$ cat config.mk
export PLATFORM = sky130hd
export DESIGN_NAME = pwm_capture
export DESIGN_NICKNAME = d
export VERILOG_FILES = /design/src/rtl/pwm_capture.sv
export SDC_FILE = /design/constraint.sdc
export NUM_CORES = 1
export LEC_CHECK = 0
export BUFFER_PORTS_ARGS = -buffer_cell sky130_fd_sc_hd__buf_2
export CORE_MARGIN = 1
export CORE_UTILIZATION = 61
export CTS_CLUSTER_SIZE = 14
export DETAILED_ROUTE_END_ITERATION = 8
export PLACE_DENSITY = 0.89
export SLEW_MARGIN = 10
export SYNTH_ARGS = -nofsm -noshare
export SYNTH_HDL_FRONTEND = slang
export SYNTH_SLANG_ARGS = --single-unit
$ cat constraint.sdc
create_clock -name clk -period 3.7 [get_ports clk]
set_input_delay 0.74 -clock clk [delete_from_list [all_inputs] [get_ports clk]]
set_output_delay 0.74 -clock clk [all_outputs]
set_load 0.02 [all_outputs]
$ cat src/rtl/pwm_capture.sv
// PWM period / high-time / duty-cycle capture with a serial 10-bit restoring divider.
// Optional no-edge timeout detection is compiled in with `define PWM_CAPTURE_TIMEOUT_EN.
module pwm_capture #(
    parameter int unsigned TIMEOUT_CYCLES = 100_000_000
) (
    input  logic        clk,
    input  logic        reset,
    input  logic        pwm_in,
    output logic [31:0] period,
    output logic [31:0] high_time,
    output logic [9:0]  duty_cycle,
    output logic        valid,
    output logic        timeout
);
    localparam logic [1:0] IDLE       = 2'd0;
    localparam logic [1:0] ARMED_HIGH = 2'd1;
    localparam logic [1:0] ARMED_LOW  = 2'd2;
    localparam logic [1:0] DIVIDE     = 2'd3;

`ifdef PWM_CAPTURE_TIMEOUT_EN
    localparam bit TIMEOUT_EN = 1'b1;
`else
    localparam bit TIMEOUT_EN = 1'b0;
`endif

    logic        sync1, sync2, dly;
    logic        rise, fall;
    logic [1:0]  state;
    logic [31:0] cnt, hs, ps, hs_div;
    logic [32:0] rem, rem_sh, rem_nx;
    logic [8:0]  quo;
    logic [9:0]  quo_nx;
    logic [3:0]  iter;
    logic        fell_div, fell_now;
    logic        bit_q;
    logic        timeout_hit;

    assign rise = sync2 & ~dly;
    assign fall = ~sync2 & dly;

    // One restoring-divide step: the remainder stays below ps, so the shift never overflows.
    assign rem_sh = rem << 1;
    assign bit_q  = rem_sh >= {1'b0, ps};
    assign rem_nx = bit_q ? rem_sh - {1'b0, ps} : rem_sh;
    assign quo_nx = {quo, bit_q};

    // Tracks whether the input is currently in its low phase while the divider runs.
    assign fell_now = fall | (fell_div & ~rise);

    assign timeout_hit = TIMEOUT_EN && (state != IDLE) && (cnt >= TIMEOUT_CYCLES);

    always_ff @(posedge clk or negedge reset) begin
        if (!reset) begin
            sync1      <= 1'b0;
            sync2      <= 1'b0;
            dly        <= 1'b0;
            state      <= IDLE;
            cnt        <= '0;
            hs         <= '0;
            ps         <= '0;
            hs_div     <= '0;
            rem        <= '0;
            quo        <= '0;
            iter       <= '0;
            fell_div   <= 1'b0;
            period     <= '0;
            high_time  <= '0;
            duty_cycle <= '0;
            valid      <= 1'b0;
            timeout    <= 1'b0;
        end else begin
            sync1 <= pwm_in;
            sync2 <= sync1;
            dly   <= sync2;
            valid <= 1'b0;
            if (cnt != '1)
                cnt <= cnt + 32'd1;

            if (timeout_hit) begin
                state      <= IDLE;
                timeout    <= 1'b1;
                period     <= '0;
                high_time  <= '0;
                duty_cycle <= sync2 ? 10'h3FF : 10'h000;
                valid      <= 1'b1;
            end else begin
                case (state)
                    IDLE: begin
                        if (rise) begin
                            cnt   <= 32'd1;
                            state <= ARMED_HIGH;
                        end
                    end
                    ARMED_HIGH: begin
                        // A second rise without a fall means high >= period: restart the measurement.
                        if (rise)
                            cnt <= 32'd1;
                        else if (fall) begin
                            hs    <= cnt;
                            state <= ARMED_LOW;
                        end
                    end
                    ARMED_LOW: begin
                        if (rise) begin
                            ps       <= cnt;
                            cnt      <= 32'd1;
                            hs_div   <= hs;
                            rem      <= {1'b0, hs};
                            quo      <= '0;
                            iter     <= '0;
                            fell_div <= 1'b0;
                            state    <= DIVIDE;
                        end
                    end
                    default: begin
                        // Edges keep the counter tracking; a period completed here is dropped.
                        if (rise)
                            cnt <= 32'd1;
                        else if (fall)
                            hs <= cnt;
                        fell_div <= fell_now;
                        rem      <= rem_nx;
                        quo      <= quo_nx[8:0];
                        iter     <= iter + 4'd1;
                        if (iter == 4'd9) begin
                            period     <= ps;
                            high_time  <= hs_div;
                            duty_cycle <= quo_nx;
                            valid      <= 1'b1;
                            timeout    <= 1'b0;
                            state      <= fell_now ? ARMED_LOW : ARMED_HIGH;
                        end
                    end
                endcase
            end
        end
    end
endmodule

==> impl_metrics.json, run 1 <==
{
  "required_ps": 4100,
  "drt-wirelength-per-cell_um": 19.5,
  "final_nets": 1278,
  "yosys.area.top_type": "dfrtp_1",
  "grt_pass1_vias": 9303,
  "fin_area_um2": 13700,
  "status": "complete, no violations",
  "worstSetupPathType": "reg2reg",
  "synth_flop_cell": "dfrtp_1",
  "ys_top_cells_by_area": "dfrtp_1, mux2_2, nand2_1",
  "drt_iter0_drc": 810,
  "drive_gt1_share_pct": 19.7,
  "min_path_type": "in2async",
  "yosys_register_bits": 254,
  "place.gp.congestion": 0.939,
  "cts_root_buf": "clkbuf_16",
  "synthArstFlopShare_pct": 100,
  "drc": 0,
  "switching_share_pct": 38.0,
  "io_pins": 79,
  "clock-sinks": 254,
  "intPower_mw": 6.56,
  "grt_overflow_total": 0,
  "synth-edff-count": 0,
  "power_frac_seq_pct": 33.5,
  "cts_htree_levels": 1,
  "ir_drop_v": 0.000513,
  "row_count": 51,
  "track_usage_pct": 29.9,
  "area_delta_synth_final_pct": 13.1,
  "start_util_pct": 62.3,
  "fin_skew_ps": 14.9,
  "antenna_found_initial": 1,
  "clk_pin_slew_ps": 60,
  "finalMaxSlewViolations": 0,
  "core_um2": 19500,
  "top_usage_layer": "met2",
  "final_antenna_net_count": 0,
  "setup_tns_ps": 0,
  "dr.pass1.iters": 5,
  "via_per_inst": 6.16,
  "numCtsBuffers": 25,
  "worstMarginPinSlew_ps": 1010,
  "start_kind": "flop",
  "syn-instance-count": 1162,
  "setup_viol": 0,
  "r2r_start": "ps[1]",
  "rsz0062_at_grt": "false",
  "drv_cap": 0,
  "postCtsHoldBufs": 0,
  "clockPowerShare_pct": 24.7,
  "synth_top_area_share_pct": 52.4,
  "die_y_um": 143,
  "finalHoldViolCount": 0,
  "cts_tree": "done",
  "arrival_ps": 3670,
  "detailed_place.area_um2": 12900,
  "die_w_um": 143,
  "antenna_cells": 0,
  "clockBufferDepth": 3,
  "yosysWarningCount": 0,
  "cts_resized": 0,
  "ff2ff_path_depth": 10,
  "maxSlewHeadroom_pct": 32.7,
  "grt_pass1_wl_mm": 47.7,
  "cts_setup_buffers": 0,
  "power_density_nw_per_um2": 772,
  "port_buffers": 77,
  "vias": 9352,
  "synth.cell_area_um2": 12100,
  "fin_crit_ps": 3270,
  "fin_crit_sh_pct": 88.3,
  "r2r_slack_ps": 430,
  "grt_use_met1_pct": 39.9,
  "synth.avg_cell_area_um2": 10.4,
  "crit_path_end_kind": "flop",
  "grt_util_met2_pct": 48.8,
  "synth_nets": 1205,
  "reg2reg_to": "rem[27]",
  "routed_wl_mm": 29.5,
  "ys_types": 65,
  "insertion_delay_ps": 530,
  "hpwl_mm": 19.4,
  "switchingPower_mw": 4.03,
  "met3_usage_pct": 4.33,
  "fmax_ghz": 0.306,
  "critPathMaxFanout": 5,
  "ys_seq_area_share_pct": 52.4,
  "grt_max_degree": 119,
  "combPwrFrac_pct": 41.8,
  "p_leak_nw": 6.83,
  "die-area_um2": 20500
}
[Yosys cell counts, types with 3 or more instances]
library cell	n
inv_1	44
dfrtp_1	254
a31oi_1	4
a22oi_1	31
o21ai_1	20
o21a_1	12
and2_1	4
nand2b_1	4
nand2_1	215
a21o_1	15
o21ai_0	69
buf_6	3
o221ai_1	3
ha_1	39
or3_1	14
clkbuf_1	38
nor2b_1	6
and4_1	9
and3_1	5
a21oi_1	48
nor3_1	11
a211oi_1	4
nor2_1	43
a22o_1	8
xnor2_1	27
xor2_1	20
nand4_1	12
o21bai_1	5
o31ai_1	6
nand3_1	19
mux2_2	95
buf_1	7
mux2i_1	22
[logic make-up after synthesis]
family | after synthesis | share of synthesized area, %
multiplexers | 117 | 10.6
XOR/XNOR | 47 | 3.39
adder cells (fa/ha/maj) | 40 | 4.19
flip-flops | 254 | 52.4
AO/OA/AOI/OAI | 247 | 12.8
other | 1 | 0.0309
buffers and inverters | 98 | 3.29
AND/OR/NAND/NOR | 358 | 13.2
[cell usage in the layout, fill, tap and decap left out, types with 12 or more instances in the layout]
cell	count
a21o_1	15
a21oi_1	48
a22oi_1	31
buf_2	76
buf_4	17
clkbuf_16	25
dfrtp_1	254
ha_1	39
inv_1	44
mux2_2	95
mux2i_1	22
nand2_1	213
nand3_1	19
nand4_1	12
nor2_1	43
o21a_1	12
o21ai_0	69
o21ai_1	20
or3_1	14
xnor2_1	27
xor2_1	20
[critical path, cell delays in order (launching register included)]
cell and delay (ps):
dfrtp_1 390, inv_1 100, ha_1 320, nor2b_1 150
o2111ai_1 430, a31oi_1 210, o21ai_0 390, a211oi_1 160
o311ai_0 450, a21boi_0 220, o31ai_1 330
[sequential cells by signal, summed over array words and instances (netlist names)]
name / cells
dly: 1
state: 2
quo: 9
sync2: 1
fell_div: 1
high_time: 32
valid: 1
ps: 32
hs_div: 32
cnt: 32
iter: 4
sync1: 1
period: 32
rem: 32
hs: 32
duty_cycle: 10
[metal layers]
metal | routed length [um] | vias up
met5 | 12 | -
met4 | 1180 | 2
met3 | 1760 | 112
met2 | 14100 | 370
met1 | 12500 | 4676
li1 | - | 4192
[power groups by stage]
| stage | clock [mW] | sequential, mW | combinational, mW |
|---|---|---|---|
| 2_1_floorplan | 0 | 3.56 | 3.15 |
| 3_3_place_gp | 0 | 3.55 | 4.10 |
| 3_5_place_dp | 0 | 3.57 | 4.23 |
| 4_1_cts | 2.63 | 3.53 | 4.34 |
| 5_1_grt | 2.75 | 3.59 | 4.83 |
| 6_report | 2.61 | 3.55 | 4.43 |
[area by class of cell]
cell class / count / area (um^2)
fill: 1318 / 5740
clock buffer: 34 / 679
inverter: 45 / 169
tap: 265 / 332
timing repair buffer: 99 / 623
clock inverter: 10 / 156
sequential: 254 / 6360
multi-input combinational: 810 / 5410
[how the worst max path moves through the flow]
stage	from	to	slack, ps
2_1_floorplan	rem[12]	rem[10]	1020
3_3_place_gp	rem[12]	rem[27]	510
3_5_place_dp	ps[13]	rem[27]	330
4_1_cts	ps[13]	rem[27]	240
5_1_grt	ps[1]	rem[27]	250
6_report	ps[1]	rem[27]	430
[stage by stage]
step	setup WS [ps]	cells	power [mW]	hold WS (ps)	utilization [%]
after floorplan	1020	1162	6.71	331	-
after global placement	510	1471	7.64	371	66.1
after detailed placement	325	1471	7.80	356	66.1
after CTS	236	1515	10.5	317	70.4
after global routing	246	1517	11.2	316	70.5
final	431	1517	10.6	281	70.5
No activity file was read; power rests on OpenSTA's default activity.
==> run 2: changes to the inputs <==
CELL_PAD_IN_SITES_DETAIL_PLACEMENT = 1   (was default)
CELL_PAD_IN_SITES_GLOBAL_PLACEMENT = 2   (was default)
CORE_UTILIZATION = 42   (was 61)
CTS_BUF_LIST = sky130_fd_sc_hd__clkbuf_4   (was default)
PLACE_DENSITY = 0.92   (was 0.89)
clock period = 3.5 ns   (was 3.7 ns; I/O delays follow)
==> impl_metrics.json, run 2 (synthesis gave the netlist of run 1 again) <==
{
  "status": "complete, no violations",
  "grt_overflow_total": 0,
  "antenna_found_initial": 1,
  "critPathMaxFanout": 9,
  "clockBufferDepth": 3,
  "layout_common_cells": "dfrtp_1, nand2_1, clkbuf_4",
  "fin_crit_sh_pct": 93.6,
  "hpwl_mm": 23.4,
  "worstMarginPinSlew_ps": 960,
  "path_delay_family": "simple AND/OR/NAND/NOR gates",
  "grt_pass1_vias": 10100,
  "cts_resized": 0,
  "worstSetupPathType": "reg2reg",
  "finalMaxSlewViolations": 0,
  "port_buffers": 77,
  "switchingPower_mw": 4.43,
  "grt_pass1_wl_mm": 53.6,
  "clockPowerShare_pct": 23.9,
  "power_frac_seq_pct": 33.6,
  "intPower_mw": 6.76,
  "crit_slowest_cell": "nor4_1",
  "r2r_slack_ps": 220,
  "core_um2": 28100,
  "maxSlewHeadroom_pct": 36.0,
  "insertion_delay_ps": 690,
  "cts_tree": "done",
  "vias": 9360,
  "fmax_ghz": 0.305,
  "arrival_ps": 3840,
  "numCtsBuffers": 70,
  "min_path_type": "in2async",
  "cts_root_buf": "clkbuf_4",
  "clock-sinks": 254,
  "path_cells": "inv_1 > ha_1 > and3_1 > and4_1 > nand3_1 > nor4_1 > buf_4 > nand3_1 > o211ai_4 > buf_4 > mux2i_1 > a21oi_1",
  "die_w_um": 172,
  "seq_area_um2": 6360,
  "fin_crit_ps": 3280,
  "area_delta_synth_final_pct": 15.0,
  "required_ps": 4060,
  "fill_cells": 3220,
  "via_per_inst": 5.47,
  "dr.pass1.iters": 5,
  "setup_tns_ps": 0,
  "finalHoldViolCount": 0,
  "start_kind": "flop",
  "fin_skew_ps": 47.5,
  "final_common_cell": "dfrtp_1",
  "cp.depth": 12,
  "clk_pin_slew_ps": 60,
  "critPathLaunch": "ps[22]",
  "ir_drop_v": 0.000521,
  "cts_htree_levels": 3,
  "start_util_pct": 43.2,
  "multi_input_area_um2": 5410,
  "drv_cap": 0,
  "track_usage_pct": 23.6,
  "die-area_um2": 29600,
  "setup_viol": 0,
  "p_leak_nw": 6.98,
  "routed_wl_mm": 33.2,
  "drc": 0,
  "combPwrFrac_pct": 42.5,
  "io_pins": 79,
  "dp_cells": 1591,
  "die_y_um": 172,
  "cp-endpoint": "rem[31]",
  "drt_iter0_drc": 423,
  "drive_gt1_share_pct": 24.8,
  "ff2ff_path_depth": 12,
  "grt_max_degree": 106,
  "power_density_nw_per_um2": 802,
  "switching_share_pct": 39.6,
  "critPathBufInv": 3,
  "row_count": 61,
  "rsz0062_at_grt": "false",
  "drt-wirelength-per-cell_um": 19.4,
  "crit_path_end_kind": "flop",
  "slowest_delay_ps": 490,
  "final_nets": 1331,
  "place.gp.congestion": 0.863,
  "postCtsHoldBufs": 0,
  "fin_cells": 1712,
  "final_antenna_net_count": 0,
  "reg2reg_to": "rem[31]",
  "r2r_start": "ps[22]",
  "post-route-util_pct": 49.7
}
run 2: cell count changes in the layout (fill, tap and decap cells not counted), moves of 3 or more:
cell,change
clkinv_1,+5
clkinv_2,-4
bufinv_16,-3
inv_2,+3
clkbuf_16,-25
clkbuf_4,+106
buf_4,+9
clkbuf_1,-7
run 2: cell type report:
cell class / instances / area share (%)
tap: 378 / 3.39
clock buffer: 106 / 5.70
multi-input combinational: 810 / 38.8
timing repair buffer: 107 / 4.81
sequential: 254 / 45.6
inverter: 45 / 1.21
clock inverter: 11 / 0.547
antenna: 1 / 0.0179
run 2: worst register-to-register path: cells and delay by family (launching register included):
kind	cells	cell delay, ps
flip-flops	1	340
buffers and inverters	3	550
AND/OR/NAND/NOR	5	1220
AO/OA/AOI/OAI	2	300
multiplexers	1	300
adder cells (fa/ha/maj)	1	450
run 2: metal layers:
metal / vias to the layer above / global-route usage [%] / wire (um)
met5: - / 0 / 0
li1: 4341 / - / -
met3: 77 / 4.33 / 1200
met1: 4747 / 29.4 / 14500
met2: 195 / 39.5 / 16200
met4: 0 / 10.9 / 1250
run 2: power by group through the flow:
| stage | Clock, mW | Combinational, mW | Sequential [mW] |
|---|---|---|---|
| finish | 2.68 | 4.76 | 3.76 |
| detailed placement | 0 | 4.69 | 3.81 |
| CTS | 2.77 | 4.72 | 3.76 |
| global placement | 0 | 4.57 | 3.78 |
| floorplan | 0 | 3.33 | 3.76 |
| global route | 2.92 | 5.24 | 3.81 |
run 2: worst min path at each step:
stage                 from       endpoint  cells after the start
floorplan            sync1          sync2                      0
global placement     sync1          sync2                      0
detailed placement   sync1          sync2                      0
CTS                  reset  high_time[25]                      1
global route        pwm_in          sync1                      1
finish               reset  high_time[25]                      1
run 2: stage by stage:
step                      cell area, um^2  total power [mW]  setup slack [ps]  hold slack [ps]
after floorplan                     12100              7.09               819              331
after global placement              13100              8.35               250              358
after detailed placement            13100              8.49               189              357
after CTS                           13900              11.2               142             69.1
after global routing                13900              12.0               117             92.1
final                               13900              11.2               225             87.2
run 2: repair_timing:
item	4_1_cts	5_1_grt
setup buffers	0	3
endpoints found under the hold margin	0	0
setup endpoints to repair	0	9
